<file path="src/rtl/serial_alu_pkg.sv">
// Shared encodings and defaults for the bit-serial add/subtract controller.
// The optional saturation build is selected in the top with SERIAL_ADD_SAT_EN.
package serial_alu_pkg;

  localparam int DEFAULT_WIDTH = 8;

  typedef enum logic [1:0] {
    ST_IDLE  = 2'd0,
    ST_SHIFT = 2'd1,
    ST_DONE  = 2'd2
  } state_t;

  localparam logic OP_ADD = 1'b0;
  localparam logic OP_SUB = 1'b1;

endpackage

</file>
<file path="src/rtl/Half_Adder.sv">
// One-bit half adder; the building block of the serial full-adder cell.
// Purely combinational.
module Half_Adder (
  input  logic a,
  input  logic b,
  output logic s,
  output logic c
);

  assign s = a ^ b;
  assign c = a & b;

endmodule

</file>
<file path="src/rtl/serial_fa_cell.sv">
// Combinational 1-bit full adder from two half adders with the carries ORed.
// Time-shared across every bit position by the sequencer.
module serial_fa_cell (
  input  logic a,
  input  logic b,
  input  logic cin,
  output logic s,
  output logic cout
);

  logic s1, c1, c2;

  Half_Adder u_ha0 (.a(a),  .b(b),   .s(s1), .c(c1));
  Half_Adder u_ha1 (.a(s1), .b(cin), .s(s),  .c(c2));

  assign cout = c1 | c2;

endmodule

</file>
<file path="src/rtl/serial_add_sequencer.sv">
// Bit-serial add/subtract: accepts an operand pair, runs one full-adder cell LSB-first for WIDTH
// cycles, then holds Result/Cout/Ovf until consumed. Define SERIAL_ADD_SAT_EN to clamp on overflow.
module serial_add_sequencer
  import serial_alu_pkg::*;
#(
  parameter int WIDTH = DEFAULT_WIDTH,
  parameter int CNT_W = 5
) (
  input  logic             clk,
  input  logic             rst,
  input  logic             In_Valid,
  output logic             In_Ready,
  input  logic [WIDTH-1:0] A,
  input  logic [WIDTH-1:0] B,
  input  logic             Sub,
  output logic             Out_Valid,
  input  logic             Out_Ready,
  output logic [WIDTH-1:0] Result,
  output logic             Cout,
  output logic             Ovf
);

  localparam logic [CNT_W-1:0] LAST_BIT = CNT_W'(WIDTH - 1);

  state_t           state_q, state_d;
  logic [WIDTH-1:0] opa_q, opa_d, opb_q, opb_d, res_q, res_d;
  logic [CNT_W-1:0] cnt_q, cnt_d;
  logic             carry_q, carry_d, cinmsb_q, cinmsb_d, cout_q, cout_d;
  logic             fa_s, fa_cout;

  serial_fa_cell u_cell (
    .a    (opa_q[0]),
    .b    (opb_q[0]),
    .cin  (carry_q),
    .s    (fa_s),
    .cout (fa_cout)
  );

  always_ff @(posedge clk) begin
    if (rst) begin
      state_q  <= ST_IDLE;
      opa_q    <= '0;
      opb_q    <= '0;
      res_q    <= '0;
      cnt_q    <= '0;
      carry_q  <= 1'b0;
      cinmsb_q <= 1'b0;
      cout_q   <= 1'b0;
    end else begin
      state_q  <= state_d;
      opa_q    <= opa_d;
      opb_q    <= opb_d;
      res_q    <= res_d;
      cnt_q    <= cnt_d;
      carry_q  <= carry_d;
      cinmsb_q <= cinmsb_d;
      cout_q   <= cout_d;
    end
  end

  always_comb begin
    state_d  = state_q;
    opa_d    = opa_q;
    opb_d    = opb_q;
    res_d    = res_q;
    cnt_d    = cnt_q;
    carry_d  = carry_q;
    cinmsb_d = cinmsb_q;
    cout_d   = cout_q;
    case (state_q)
      ST_IDLE: begin
        if (In_Valid) begin
          // Subtract is A + ~B + 1: invert B here and seed the carry with Sub.
          opa_d   = A;
          opb_d   = B ^ {WIDTH{Sub}};
          carry_d = Sub;
          cnt_d   = '0;
          res_d   = '0;
          state_d = ST_SHIFT;
        end
      end
      ST_SHIFT: begin
        res_d   = {fa_s, res_q[WIDTH-1:1]};
        opa_d   = opa_q >> 1;
        opb_d   = opb_q >> 1;
        carry_d = fa_cout;
        cnt_d   = cnt_q + CNT_W'(1);
        if (cnt_q == LAST_BIT) begin
          cinmsb_d = carry_q;
          cout_d   = fa_cout;
          state_d  = ST_DONE;
        end
      end
      ST_DONE: begin
        if (Out_Ready) state_d = ST_IDLE;
      end
      default: state_d = ST_IDLE;
    endcase
  end

  assign In_Ready  = (state_q == ST_IDLE);
  assign Out_Valid = (state_q == ST_DONE);
  assign Cout      = cout_q;
  assign Ovf       = cinmsb_q ^ cout_q;

`ifdef SERIAL_ADD_SAT_EN
  logic sign_q;

  always_ff @(posedge clk) begin
    if (rst)                                   sign_q <= 1'b0;
    else if (state_q == ST_IDLE && In_Valid)   sign_q <= A[WIDTH-1];
  end

  // On overflow the true result has A's sign, so clamp toward it.
  always_comb begin
    Result = res_q;
    if (state_q == ST_DONE && Ovf)
      Result = sign_q ? {1'b1, {(WIDTH-1){1'b0}}} : {1'b0, {(WIDTH-1){1'b1}}};
  end
`else
  assign Result = res_q;
`endif

endmodule
</file>
<file path="config.mk">
export PLATFORM = sky130hd
export DESIGN_NAME = serial_add_sequencer
export DESIGN_NICKNAME = d
export VERILOG_FILES = /design/src/rtl/serial_alu_pkg.sv /design/src/rtl/Half_Adder.sv /design/src/rtl/serial_fa_cell.sv /design/src/rtl/serial_add_sequencer.sv
export SDC_FILE = /design/constraint.sdc
export NUM_CORES = 1
export LEC_CHECK = 0
export BUFFER_PORTS_ARGS = -buffer_cell sky130_fd_sc_hd__buf_4
export CAP_MARGIN = 20
export CORE_ASPECT_RATIO = 1.2
export CORE_MARGIN = 2
export CORE_UTILIZATION = 40
export CTS_CLUSTER_SIZE = 28
export DETAILED_ROUTE_END_ITERATION = 8
export PLACE_DENSITY = 0.68
export SLEW_MARGIN = 20
export SYNTH_ARGS = -nofsm -noshare
export SYNTH_HDL_FRONTEND = slang
export SYNTH_HIERARCHICAL = 1
export SYNTH_SLANG_ARGS = --single-unit
</file>
<file path="constraint.sdc">
create_clock -name clk -period 3.3 [get_ports clk]
set_clock_uncertainty 0.2 [all_clocks]
set_input_delay 0 -clock clk [delete_from_list [all_inputs] [get_ports clk]]
set_output_delay 0 -clock clk [all_outputs]
set_load 0.02 [all_outputs]
</file>
# Yosys cells after proc, flatten, opt, wreduce, memory -nomap -nowiden
# Cells that the tools add are included.
[totals]
input_bits = 21
out_inout_bits = 12
wordCells = 41
register_bits = 34
[classes]
addsub = 1
reduce_logical = 5
eq_ne = 6
bitwise_logic = 7
muxes = 14
[op_table]
columns = ["operator", "n"]
rows = [
  ["case mux 8 bit (2 select lines)", 3],
  ["two-way mux 8 bit", 3],
  ["case mux 5 bit (2 select lines)", 1],
  ["bitwise XOR 8 bit", 1],
  ["two-way mux 2 bit", 3],
  ["case mux 2 bit (3 select lines)", 1],
  ["adder 5 x 1 -> 5 bit (second input constant)", 1],
  ["equality test 5 x 3 -> 1 bit (second input constant)", 1],
  ["two-way mux 5 bit", 1],
  ["!= test 2 bit (second input constant)", 2],
  ["AND reduction 2 bit", 2],
  ["AND reduction 3 bit", 1],
  ["bitwise XOR 1 bit", 3],
  ["bitwise AND 1 bit", 2],
  ["equality test 2 x 1 -> 1 bit (second input constant)", 1],
  ["equality test 2 bit (second input constant)", 1],
  ["zero test 2 bit", 1],
  ["!= test 2 x 1 -> 1 bit (second input constant)", 1],
  ["case mux 1 bit (2 select lines)", 1],
  ["nonzero test 2 bit", 1],
  ["two-way mux 1 bit", 1],
  ["OR 1 bit", 1],
]

# Depth between registers and ports, before layout
[logic_depth]
word_depth = 4
ltp_mapped = 6
depth_no_buf = 6

# By module
# Netlist, hierarchy kept.
[modules_own_cells]
columns = ["module", "n_inst", "area_each_um2", "seq_area_each_um2", "cells_per_inst"]
rows = [
  ["serial_add_sequencer", 1, 1565.3, 680.7, 171],
  ["Half_Adder", 2, 12.5, 0.0, 1],
  ["serial_fa_cell", 1, 6.3, 0.0, 1],
]

# Worst setup path after synthesis
# No wires, ideal clock.
[synth_timing]
kind = "register -> register"
from = "register opa_q[0]"
to = "register carry_q"
period_less_slack_ns = 1.604
path_buffers = 0
setup_slack_ns = 1.696
path_stages_with_launch = 7
required_time_ns = 2.969
arrival_time_ns = 1.272
setup_ns = 0.131
cell_sequence = "dfxtp_1 -> ha_1 -> ha_1 -> or2_1 -> nand2b_1 -> a21oi_1 -> nor3_1"
[synth_via]
elab_chain_cells = 4
word_cells_on_any_way = 5
cone_classes = "mux: 1; bitwise: 4"
[synth_lines]
columns = ["item", "line_no", "text"]
rows = [
  ["from (decl)", "serial_add_sequencer.sv:26", "logic [WIDTH-1:0] opa_q, opa_d, opb_q, opb_d, res_q, res_d;"],
  ["from (signal assigned)", "serial_add_sequencer.sv:51", "opa_q <= opa_d;"],
  ["bitwise XOR 1 bit", "Half_Adder.sv:10", "assign s = a ^ b;"],
  ["net u_cell.s1", "serial_fa_cell.sv:11", "logic s1, c1, c2;"],
  ["bitwise AND 1 bit", "Half_Adder.sv:11", "assign c = a & b;"],
  ["net u_cell.c2", "serial_fa_cell.sv:11", ""],
  ["OR 1 bit", "serial_fa_cell.sv:16", "assign cout = c1 | c2;"],
  ["net fa_cout", "serial_add_sequencer.sv:29", "logic fa_s, fa_cout;"],
  ["case mux 1 bit (2 select lines)", "serial_add_sequencer.sv:70", "case (state_q)"],
  ["to (signal assigned)", "serial_add_sequencer.sv:55", "carry_q <= carry_d;"],
  ["to (decl)", "serial_add_sequencer.sv:28", "logic carry_q, carry_d, cinmsb_q, cinmsb_d, cout_q, cout_d;"],
]
# The timed path passes the listed nets, and every way through them passes these cells.
# A chain may end at the register's enable or synchronous reset.

# Worst setup path after layout
[layout_timing]
from = "register state_q[0]"
to = "register opb_q[0]"
[layout_via]
elab_chain_cells = 3
word_cells_on_any_way = 6
cone_classes = "eq/ne: 2; mux: 1; reduce/logical: 3"
[layout_lines]
columns = ["item", "line_no", "text"]
rows = [
  ["from (decl)", "serial_add_sequencer.sv:25", "state_t state_q, state_d;"],
  ["from (signal assigned)", "serial_add_sequencer.sv:50", "state_q <= state_d;"],
  ["equality test 2 x 1 -> 1 bit or zero test 2 bit (tied branches)", "serial_add_sequencer.sv:70", ""],
  ["nonzero test 2 bit (no line) or != test 2 bit (tied branches)", "--", ""],
  ["AND reduction 2 bit (no line)", "--", ""],
  ["to (signal assigned)", "serial_add_sequencer.sv:52", "opb_q <= opb_d;"],
  ["to (decl)", "serial_add_sequencer.sv:26", ""],
]
# Parallel ways exist; a longest one is shown, timed or not.

==> metrics.log <==
[metrics] peak supply drop: 0.000218 V
[metrics] post-route setup TNS: 0 ns
[metrics] TritonCTS clock tree: done
[metrics] number of antenna cells inserted: 0
[metrics] list of most frequent post-synthesis cells: sky130_fd_sc_hd__dfxtp_1, sky130_fd_sc_hd__nor2_1, sky130_fd_sc_hd__a22oi_1
[metrics] Port Buf Inserts: 32
[metrics] proportion of layout cells with a drive suffix above 1: 0.182
[metrics] design internal power: 0.000663 W
[metrics] number of antenna violations at the first check in global routing: 0
[metrics] height of the die: around 73 um
[metrics] leakage power summed over all cells: approximately 0.90 nW
[metrics] worst stage delay on the critical path: 0.81 ns
[metrics] max-capacitance violation count: 0
[metrics] switching power: approximately 0.00021 W
[metrics] number of cell rows: 25
[metrics] count of buffers added by post-CTS timing repair for setup: 0
[metrics] number of CTS-inserted buffers: 5
[metrics] transition at the pin with the smallest max-transition slack: 0.861 ns
[metrics] time the worst path needs with I/O delays and setup: roughly 2.6 ns
[metrics] synthesis-to-layout area growth: 39.4%
[metrics] critical path capture point type: register
[metrics] CP Buf/Inv Count: 1
[metrics] worst path setup slack after routing: 0.690 ns
[metrics] required time at the worst-slack endpoint: 3.32 ns
[metrics] GRT overflow: 0
[metrics] clock transition at the registers of the reported paths: approximately 0.06 ns
[metrics] path class of the lowest-slack min-delay path: in2reg
[metrics] die span in x: between 60 and 70 um
[metrics] DIE AREA: around 4500 sq um
[metrics] number of global-route vias before repair: about 1300
[metrics] Clk network pwr share: 0.316
[metrics] routed length per instance: 12.1 um
[metrics] share of the clock period used by the worst path after layout: 0.791
[metrics] final weighted congestion in routability-driven placement: 0.714
[metrics] post-detailed-placement half-perimeter wirelength: 2000 um
[metrics] I/O pin total: 33
[metrics] Hold WS: -0.00848 ns
[metrics] top flip-flop cell by instance count after synthesis: sky130_fd_sc_hd__dfxtp_1
[metrics] cell family contributing the most delay on the critical path: compound AO/OA/AOI/OAI gates
[metrics] wire length after detailed routing: 3450 um
[metrics] startpoint type of the worst setup path: register
[metrics] clock latency reported for the late side of the worst-skew pair: 0.28 ns
[metrics] register share of total power: 0.514
[metrics] Comb pwr share: 0.170
[metrics] pin count of the biggest net entering global routing: 39
[metrics] floorplan core area: 3880 sq um
[metrics] ranking of synthesized cells by area: sky130_fd_sc_hd__dfxtp_1, sky130_fd_sc_hd__a22oi_1, sky130_fd_sc_hd__nand2b_1
[metrics] area share of the leading cell type in the synthesized netlist: 0.426
[metrics] via count: around 1400
[metrics] Setup-failing EPs final: 0
[metrics] deepest clock path buffer count: 2
[metrics] cell breakdown of the critical path: o21bai_2 -> a22oi_1 -> o22ai_1 -> dlygate4sd3_1
[metrics] deepest level of the CTS H-tree: 2
[metrics] count of antenna-violating nets left after detailed routing: 0
[metrics] most common cell in the netlist: sky130_fd_sc_hd__dfxtp_1
[metrics] Final Hold Vio Count: 1
[metrics] fin. max-slew vios: 0
[metrics] Syn. warnings: 6
[metrics] DRC viols: 0
[metrics] number of clock sinks: 34
[metrics] maximum achievable frequency: 383 MHz
[metrics] number of DRC markers in iteration 0: slightly below 60
[metrics] worst slack at placement: 1.04 ns
[metrics] Power Dens Cells: 391 nW/um^2
[metrics] cell at the slowest stage of the critical path: sky130_fd_sc_hd__o21bai_2
[metrics] Synth Instances: about 170
[metrics] synthesized cell area: 1600 sq um
[metrics] count of unique library cells instantiated by Yosys: 33
[metrics] Clock Root Buffer: sky130_fd_sc_hd__clkbuf_8
[metrics] per-instance average area after synthesis: 9.18 sq um
[metrics] proportion of synthesized flip-flops having asynchronous set or reset: 0
[metrics] sw frac: 0.237
[metrics] number of nets produced by synthesis: 198
[metrics] arrival time worst endpoint: around 2.6 ns
[metrics] area of placed instances: 1820 sq um
[metrics] unrepaired setup endpoints after global routing: false
[metrics] headroom to the max-slew limit: 0.426
[metrics] status: complete, but fails checks
[metrics] global-route wire length before repair: 5550 um
[metrics] failing checks: negative hold slack
[metrics] Finished Cell Area: 2230 sq um
[metrics] top cell type by total area after synthesis: sky130_fd_sc_hd__dfxtp_1
[metrics] detail-routed via count per cell: just under 5
[metrics] CP max FO: 27
[metrics] Final Net Count: 255
[metrics] initial standard-cell utilization of the core: 0.412
[metrics] overall fraction of global-route tracks in use: 0.167
[metrics] post-synthesis sequential area ratio: 0.426
[metrics] first-pass iteration count of the detailed router: 4
[metrics] critical path start-end classification: reg2reg
[metrics] number of synthesized flops with an enable pin: 0
[metrics] number of synthesized register bits: 34
[metrics] fillcell total: around 370
worst reg2reg max path, cell delays in order, from the launching register on:
cell                            delay (ns)
sky130_fd_sc_hd__dfxtp_1              0.56
sky130_fd_sc_hd__o21bai_2             0.81
sky130_fd_sc_hd__a22oi_1              0.22
sky130_fd_sc_hd__o22ai_1              0.20
sky130_fd_sc_hd__dlygate4sd3_1        0.57
cell usage in the layout (no fill, tap or decap):
| cell | count |
|---|---|
| sky130_fd_sc_hd__a211oi_1 | 1 |
| sky130_fd_sc_hd__nor3b_1 | 1 |
| sky130_fd_sc_hd__nor2b_1 | 2 |
| sky130_fd_sc_hd__dfxtp_1 | 34 |
| sky130_fd_sc_hd__mux2_1 | 1 |
| sky130_fd_sc_hd__or2_1 | 1 |
| sky130_fd_sc_hd__nand2b_1 | 14 |
| sky130_fd_sc_hd__buf_4 | 32 |
| sky130_fd_sc_hd__xnor2_1 | 7 |
| sky130_fd_sc_hd__or3_1 | 1 |
| sky130_fd_sc_hd__dlygate4sd3_1 | 33 |
| sky130_fd_sc_hd__nor3b_2 | 1 |
| sky130_fd_sc_hd__nand3_1 | 2 |
| sky130_fd_sc_hd__xor2_1 | 2 |
| sky130_fd_sc_hd__o21ba_2 | 2 |
| sky130_fd_sc_hd__nor2_1 | 22 |
| sky130_fd_sc_hd__nand4_1 | 1 |
| sky130_fd_sc_hd__clkbuf_8 | 5 |
| sky130_fd_sc_hd__o21bai_2 | 1 |
| sky130_fd_sc_hd__o32a_1 | 1 |
| sky130_fd_sc_hd__clkbuf_1 | 2 |
| sky130_fd_sc_hd__nor3_1 | 9 |
| sky130_fd_sc_hd__o22ai_1 | 7 |
| sky130_fd_sc_hd__nand2_1 | 5 |
| sky130_fd_sc_hd__and2b_1 | 1 |
| sky130_fd_sc_hd__a31oi_1 | 1 |
| sky130_fd_sc_hd__ha_1 | 3 |
| sky130_fd_sc_hd__mux2i_1 | 3 |
| sky130_fd_sc_hd__a21oi_1 | 9 |
| sky130_fd_sc_hd__nor4_4 | 1 |
| sky130_fd_sc_hd__a22oi_1 | 18 |
| sky130_fd_sc_hd__or3b_1 | 8 |
final cells by class:
class | instances | area, sq um | share of cell area
Tap cell | 54 | 67.6 | 0.0304
Multi-Input combinational cell | 125 | 831 | 0.373
Sequential cell | 34 | 681 | 0.306
Clock buffer | 7 | 76.3 | 0.0343
Timing Repair Buffer | 65 | 571 | 0.256
layer usage:
metal  part of all wire  track usage  vias up
li1                   -            -      722
met1               0.43        0.175      654
met2               0.52        0.296       33
met3              0.038       0.0532        4
met4              0.014       0.0733        0
met5                  0            0        -
kinds of logic after synthesis:
group,after synthesis,share of synthesized area
fa+ha+maj,3,0.0235
mux,4,0.0259
buf+inv,15,0.0533
xor+xnor,9,0.0494
flops,34,0.426
compound gates,40,0.175
simple gates,69,0.247
flip-flops by register name, summed over array words and instances, names as in the netlist:
name	flops
state_q	2
Cout	1
cnt_q	5
Result	8
cinmsb_q	1
opa_q	8
opb_q	8
carry_q	1
worst paths after layout:
kind	startpoint	end	slack (ns)	depth (start not counted)
min	A[5]	opa_q[5]	-0.008	4
max reg2reg	state_q[0]	opb_q[0]	0.69	4
min reg2reg	opa_q[1]	opa_q[1]	0.29	2
max	state_q[0]	opb_q[0]	0.69	4
power by group through the flow:
| stage | Clock [W] | Combinational [W] | Sequential (W) |
|---|---|---|---|
| 2_1_floorplan | 0 | 0.0000847 | 0.000449 |
| 3_3_place_gp | 0 | 0.000106 | 0.000456 |
| 3_5_place_dp | 0 | 0.000108 | 0.000456 |
| 4_1_cts | 0.000287 | 0.000147 | 0.000447 |
| 5_1_grt | 0.000303 | 0.000164 | 0.000450 |
| 6_report | 0.000275 | 0.000148 | 0.000447 |
repair_timing:
item                                   4_1_cts  5_1_grt
hold buffers                                33        0
gates resized for setup                      0        0
endpoints found under the hold margin       30        0
per-stage QoR:
stage	cells	hold slack, ns	total power (W)	utilization
after CTS	285	0.0116	0.000880	0.574
after floorplan	174	-0.0517	0.000534	-
after global placement	245	0.0439	0.000562	0.469
final	285	-0.00848	0.000870	0.574
after detailed placement	245	0.0415	0.000564	0.469
after global routing	285	0.0342	0.000918	0.574
(Power assumes the default switching activity.)
